<file path="src/rtl/recog_frame_sequencer_pkg.sv">
// Shared definitions for the colour-recognition frame sequencer and its helpers.
// Latency: n/a (types, constants and a pure function only).
// Backpressure: n/a.
package recog_frame_sequencer_pkg;

    // Sequencer state encodings
    localparam logic [2:0] ST_IDLE      = 3'd0;
    localparam logic [2:0] ST_WAIT_SYNC = 3'd1;
    localparam logic [2:0] ST_SETTLE    = 3'd2;
    localparam logic [2:0] ST_ACCUM     = 3'd3;
    localparam logic [2:0] ST_DECIDE    = 3'd4;
    localparam logic [2:0] ST_HOLD      = 3'd5;

    // Smallest usable window edge, in pixels
    localparam int MIN_WIN_DEF = 4;

    // Colour codes produced by the count datapath
    localparam logic [7:0] COLOR_NONE    = 8'h00;
    localparam logic [7:0] COLOR_RED     = 8'h01;
    localparam logic [7:0] COLOR_GREEN   = 8'h02;
    localparam logic [7:0] COLOR_BLUE    = 8'h03;
    localparam logic [7:0] COLOR_YELLOW  = 8'h04;
    localparam logic [7:0] COLOR_CYAN    = 8'h05;
    localparam logic [7:0] COLOR_MAGENTA = 8'h06;

    // Frozen target window, horizontal then vertical bounds
    typedef struct packed {
        logic [11:0] hl;
        logic [11:0] hr;
        logic [11:0] vl;
        logic [11:0] vr;
    } win_t;

    // One axis is unusable if reversed or narrower than min_win.
    // The span is formed in 13 bits so a full 4096-pixel span cannot wrap.
    function automatic logic axis_bad(input logic [11:0] lo, input logic [11:0] hi,
                                      input int min_win);
        logic [12:0] span;
        span = {1'b0, hi} - {1'b0, lo} + 13'd1;
        return (hi < lo) || (span < 13'(min_win));
    endfunction

endpackage

</file>
<file path="src/rtl/recog_frame_sequencer_frame_edge_det.sv">
// Frame-boundary detector: one-cycle tick on each vsync rising edge.
// Latency: combinational tick in the cycle vsync first reads high.
// Backpressure: none; the tick is a free-running strobe.
module frame_edge_det (
    input  logic pixelclk,
    input  logic reset,
    input  logic i_vsync,
    output logic o_tick
);

    logic vs_q;

    // Remember last cycle's vsync level for edge detection
    always_ff @(posedge pixelclk) begin
        if (reset) begin
            vs_q <= 1'b0;
        end else begin
            vs_q <= i_vsync;
        end
    end

    assign o_tick = i_vsync & ~vs_q;

endmodule

</file>
<file path="src/rtl/recog_frame_sequencer.sv">
// Sequences one colour-recognition run: sync, settle, freeze window, accumulate, sample, hold.
// Latency: result valid 2 cycles after the final accumulation tick (1 cycle after settle on error).
// Backpressure: result held with o_valid until i_ack; i_start outside IDLE is dropped.
module recog_frame_sequencer
    import recog_frame_sequencer_pkg::*;
#(
    parameter int SETTLE_FRAMES = 2,
    parameter int ACC_FRAMES    = 1,
    parameter int MIN_WIN       = MIN_WIN_DEF
) (
    input  logic        pixelclk,
    input  logic        reset,
    input  logic        i_start,
    input  logic        i_vsync,
    input  logic        i_de,
    input  logic [11:0] i_hcount_l,
    input  logic [11:0] i_hcount_r,
    input  logic [11:0] i_vcount_l,
    input  logic [11:0] i_vcount_r,
    input  logic [7:0]  i_color_code,
    input  logic        i_ack,
    output logic [2:0]  o_frame_cnt,
    output logic [11:0] o_win_hl,
    output logic [11:0] o_win_hr,
    output logic [11:0] o_win_vl,
    output logic [11:0] o_win_vr,
    output logic        o_acc_clear,
    output logic        o_acc_en,
    output logic        o_sample,
    output logic [7:0]  o_result,
    output logic        o_valid,
    output logic        o_err,
    output logic        o_busy
);

    logic [2:0] state;
    logic       tick;
    logic [2:0] cnt_inc;
    logic       settle_last;
    logic       acc_last;
    logic       win_bad;
    logic       acc_en_q;
    win_t       win_q;

    frame_edge_det u_edge (
        .pixelclk (pixelclk),
        .reset    (reset),
        .i_vsync  (i_vsync),
        .o_tick   (tick)
    );

    // Saturating next frame count and the run milestones it marks
    assign cnt_inc     = (o_frame_cnt == 3'd7) ? 3'd7 : o_frame_cnt + 3'd1;
    assign settle_last = tick && (cnt_inc == 3'(SETTLE_FRAMES));
    assign acc_last    = tick && (cnt_inc == 3'(SETTLE_FRAMES + ACC_FRAMES));
    assign win_bad     = axis_bad(i_hcount_l, i_hcount_r, MIN_WIN) |
                         axis_bad(i_vcount_l, i_vcount_r, MIN_WIN);

    // Accumulate only on active pixels, and never on the closing frame tick
    assign o_acc_en = acc_en_q & i_de & ~acc_last;

    assign o_win_hl = win_q.hl;
    assign o_win_hr = win_q.hr;
    assign o_win_vl = win_q.vl;
    assign o_win_vr = win_q.vr;

    // Run state machine with frame counter, window latch and result latch
    always_ff @(posedge pixelclk) begin
        if (reset) begin
            state       <= ST_IDLE;
            o_frame_cnt <= 3'd0;
            win_q       <= '0;
            o_acc_clear <= 1'b0;
            acc_en_q    <= 1'b0;
            o_sample    <= 1'b0;
            o_result    <= 8'd0;
            o_valid     <= 1'b0;
            o_err       <= 1'b0;
            o_busy      <= 1'b0;
        end else begin
            o_acc_clear <= 1'b0;
            o_sample    <= 1'b0;
            case (state)
                ST_IDLE: begin
                    if (i_start) begin
                        state       <= ST_WAIT_SYNC;
                        o_frame_cnt <= 3'd0;
                        o_busy      <= 1'b1;
                    end
                end
                ST_WAIT_SYNC: begin
                    if (tick) begin
                        state <= ST_SETTLE;
                    end
                end
                ST_SETTLE: begin
                    if (tick) begin
                        o_frame_cnt <= cnt_inc;
                    end
                    if (settle_last) begin
                        win_q <= '{hl: i_hcount_l, hr: i_hcount_r,
                                   vl: i_vcount_l, vr: i_vcount_r};
                        if (win_bad) begin
                            o_err    <= 1'b1;
                            o_result <= COLOR_NONE;
                            o_valid  <= 1'b1;
                            state    <= ST_HOLD;
                        end else begin
                            o_err       <= 1'b0;
                            o_acc_clear <= 1'b1;
                            acc_en_q    <= 1'b1;
                            state       <= ST_ACCUM;
                        end
                    end
                end
                ST_ACCUM: begin
                    if (tick) begin
                        o_frame_cnt <= cnt_inc;
                    end
                    if (acc_last) begin
                        acc_en_q <= 1'b0;
                        o_sample <= 1'b1;
                        state    <= ST_DECIDE;
                    end
                end
                ST_DECIDE: begin
                    o_result <= i_color_code;
                    o_valid  <= 1'b1;
                    state    <= ST_HOLD;
                end
                ST_HOLD: begin
                    if (i_ack) begin
                        o_valid <= 1'b0;
                        o_busy  <= 1'b0;
                        state   <= ST_IDLE;
                    end
                end
                default: begin
                    acc_en_q <= 1'b0;
                    o_valid  <= 1'b0;
                    o_busy   <= 1'b0;
                    state    <= ST_IDLE;
                end
            endcase
        end
    end

endmodule
</file>
<file path="config.mk">
export PLATFORM = sky130hd
export DESIGN_NAME = recog_frame_sequencer
export DESIGN_NICKNAME = d
export VERILOG_FILES = /design/src/rtl/recog_frame_sequencer_pkg.sv /design/src/rtl/recog_frame_sequencer_frame_edge_det.sv /design/src/rtl/recog_frame_sequencer.sv
export SDC_FILE = /design/constraint.sdc
export NUM_CORES = 1
export LEC_CHECK = 0
export ABC_CLOCK_PERIOD_IN_PS = 3720
export CAP_MARGIN = 20
export CORE_AREA = 2 2 119 121
export CTS_CLUSTER_SIZE = 10
export DETAILED_ROUTE_END_ITERATION = 10
export DIE_AREA = 0 0 121 123
export PLACE_DENSITY = 0.57
export SYNTH_ARGS = -nofsm -noshare
export SYNTH_HDL_FRONTEND = slang
export SYNTH_SLANG_ARGS = --single-unit
</file>
<file path="constraint.sdc">
create_clock -name pixelclk -period 3.72 [get_ports pixelclk]
set_input_delay 0.744 -clock pixelclk [delete_from_list [all_inputs] [get_ports pixelclk]]
set_output_delay 0.744 -clock pixelclk [all_outputs]
set_load 0.005 [all_outputs]
</file>
==> impl_metrics.yaml <==
placed_design:
  dp_cells: 946
  hpwlAfterDp_mm: 10.7
  globalplace.congestion: 0.840
  portBuffers: 126
floorplanning:
  io_pins: 127
  die_x_um: 121
  core_area_um2: 13600
  die_h_um: 123
  die_area_um2: 14900
  initial_core_util: 0.340
  row_count: 43
sta:
  finalHoldViolations: 0
  grt_setup_unrepaired: "no"
  slew_headroom: 0.561
  setup_viol: 0
  slew_viol_final: 0
  hold_slack_ns: 0.453
  fin_crit_ns: 3.62
  fin_crit_sh: 0.973
  worst_pin_slew_ns: 0.659
  finClkSkew_ns: 0.00465
  timing.fmax_ghz: 0.276
  setup_tns_ns: 0
setup_path:
  critPathMaxFanout: 4
  worst_setup_path_end_kind: "flop"
  cp_data_arrival_time_ns: 3.84
  critPathKind: "in2reg"
  worstPathRequired_ns: 3.95
  reg2reg_depth: 6
  worstSetupStartpointType: "input port"
worst_hold_path:
  hp-class: "reg2reg"
  hold_path_depth: 2
detailed_routing:
  m1WireLength_mm: 6.04
  wl_per_cell_um: 14.3
  drc: 0
  antenna_left: 0
  top_layer_used: "met4"
  route.met2.wl_mm: 6.89
  wl_met3_um: 688
  first_pass_iters: 5
  vias: 4761
  first_iter_violations: 178
  via_per_inst: 4.93
  routed_wl_mm: 13.8
cts:
  cts_max_path_buffers: 2
  postCtsHoldBufs: 0
  h-tree-depth: 3
  clk_latency_ns: 0.34
  cts_tree: "yes"
  root_buffer: "clkbuf_16"
  cts_buffers: 9
  path_clk_slew_ns: 0.06
  clock-sinks: 69
logic_synthesis:
  synth_fp_nets: 712
  ys_warn_count: 0
  async_flop_share: 0
  synthFlopType: "dfxtp_1"
  avgSynthCellArea_um2: 7.82
  synth_top_area_share: 0.298
  seq_area_frac_synth: 0.298
  synth.area.top_cells: "dfxtp_1, ha_1, nand2_1"
  yosysTopAreaCell: "dfxtp_1"
  syn_area_um2: 4630
  synth_edf_count: 0
  ys_seq_elements: 69
  synth_cell_type_count: 64
  syn_inst: 593
final_layout:
  area_growth_pct: 51.9
  fill_cells: 1320
  n_antenna_cell: 0
  multi_input_area_um2: 3120
  final_nets: 900
  fin_util: 0.517
  drive_above_1_share: 0.159
  stdcell_count: 966
  register_area_um2: 1380
run:
  max_cap_viol_count: 0
power_and_ir_drop:
  peakVddDrop_mv: 0.156
  cellLeakagePower_nw: 2.84
  p_per_area_nw_per_um2: 341
global_route:
  grt_overflow_total: 0
  antenna_found_initial: 0
  grt_start_max_net_pins: 33
  grt_usage: 0.191
  first_global_vias: 4760
  grt_pass1_wl_mm: 22.7
outcome:
  status: "complete, no violations"
## cell usage after synthesis, types with 2 or more instances
cell       number
o2111a_1        2
or3_1           4
o2111ai_1       2
a21boi_0        2
nor3b_1         3
nor2b_1        11
a221oi_1        2
a21o_1          3
ha_1           45
fa_1           12
o21ai_0        25
nor2_1         23
o31a_1          3
o21bai_1        3
mux2_2          2
o21a_1          3
and4_1          2
nand2_1       125
inv_1          56
a21oi_1        73
a31oi_1         7
a211oi_1        4
and3_1          4
o211ai_1        6
clkbuf_1       20
and4_4          2
nor3_1         12
mux2i_1         3
dfxtp_1        69
nand3_1        12
nand4_1         5
nand2b_1       12
xor2_1          5
## worst paths after layout
path                 start            to  slack, ns
max reg2reg       state[1]   o_win_vl[7]       1.53
min           o_win_hr[11]  o_win_hr[11]       0.45
min reg2reg   o_win_hr[11]  o_win_hr[11]       0.45
max          i_vcount_r[4]      state[2]       0.10
## where the power goes
group	total, W	switching, W	internal (W)	leakage, nW
sequential	0.000807	0.0000440	0.000763	0.557
clock	0.000827	0.000353	0.000474	0.135
combinational	0.000762	0.000377	0.000385	2.15
total	0.00240	0.000774	0.00162	2.84
## flip-flops by register name, summed over array words and instances (netlist names), 3 cells and up
register and flops:
o_win_vr 12, o_win_hr 12, o_win_hl 12, o_win_vl 12
state 3, o_frame_cnt 3, o_result 8
## critical path, stage by stage
cell and delay [ns]:
clkdlybuf4s50_1 0.51, ha_1 0.18, inv_1 0.05, fa_1 0.48, nand2b_4 0.18, or3_1 0.37, o2111ai_2 0.23, o311ai_2 0.15
xor2_1 0.21, o2111ai_4 0.18, buf_6 0.17, nand2_2 0.05, o311a_1 0.33
## timing repair
action	CTS	global route
gates cloned	1	0
endpoints found under the setup margin	14	13
resized for setup	7	26
buffers inserted	3	0
pin swaps	5	17
## cells by family (layout without fill, tap and decap cells)
family | after synthesis | count (layout) | share of synthesized area
adders and majority gates | 57 | 57 | 0.173
DFF | 69 | 69 | 0.298
AOI/OAI and AO/OA | 152 | 153 | 0.214
muxes | 5 | 5 | 0.0113
buffers and inverters | 78 | 270 | 0.0632
xor gates and xnor gates | 6 | 6 | 0.0113
and+or+nand+nor | 226 | 226 | 0.228
## cell type report
type                       count  area share
inverter                      57      0.0304
tap                          180      0.0320
sequential                    69       0.196
clock buffer                  10      0.0340
multi-input combinational    447       0.443
clock inverter                 6     0.00658
timing repair buffer         197       0.258
## routing by layer
| layer | track usage | vias up |
|---|---|---|
| met5 | 0 | - |
| met4 | 0.0603 | 0 |
| met3 | 0.0383 | 15 |
| met2 | 0.336 | 127 |
| met1 | 0.234 | 2210 |
| li1 | - | 2409 |
## stage by stage
stage	worst slack, ns	cell area, um^2	power (W)
after global placement	-0.411	6570	0.00153
after global routing	0.0117	7040	0.00255
final	0.102	7040	0.00240
after CTS	0.0574	6920	0.00240
after detailed placement	-0.494	6570	0.00153
after floorplan	0.346	4630	0.00123
## cell usage in the layout (no fill, tap or decap), types with 3 or more instances in the layout
master           instances
nand4_1                  5
nor2b_1                 10
fa_1                    11
o21a_1                   3
nand2_1                125
mux2i_1                  3
nor2_1                  22
o21ai_0                 20
a21oi_1                 71
nand3_1                 12
a21o_1                   3
clkdlybuf4s50_1        122
o21bai_1                 3
o211ai_1                 6
nand2b_1                10
or3_1                    4
dfxtp_1                 69
xor2_1                   5
o21ai_1                  4
ha_1                    42
and3_1                   4
o31a_1                   3
buf_4                   68
a31oi_1                  6
dlymetal6s2s_1           3
inv_1                   56
nor3_1                  12
clkbuf_16                9
(Power assumes the default switching activity.)
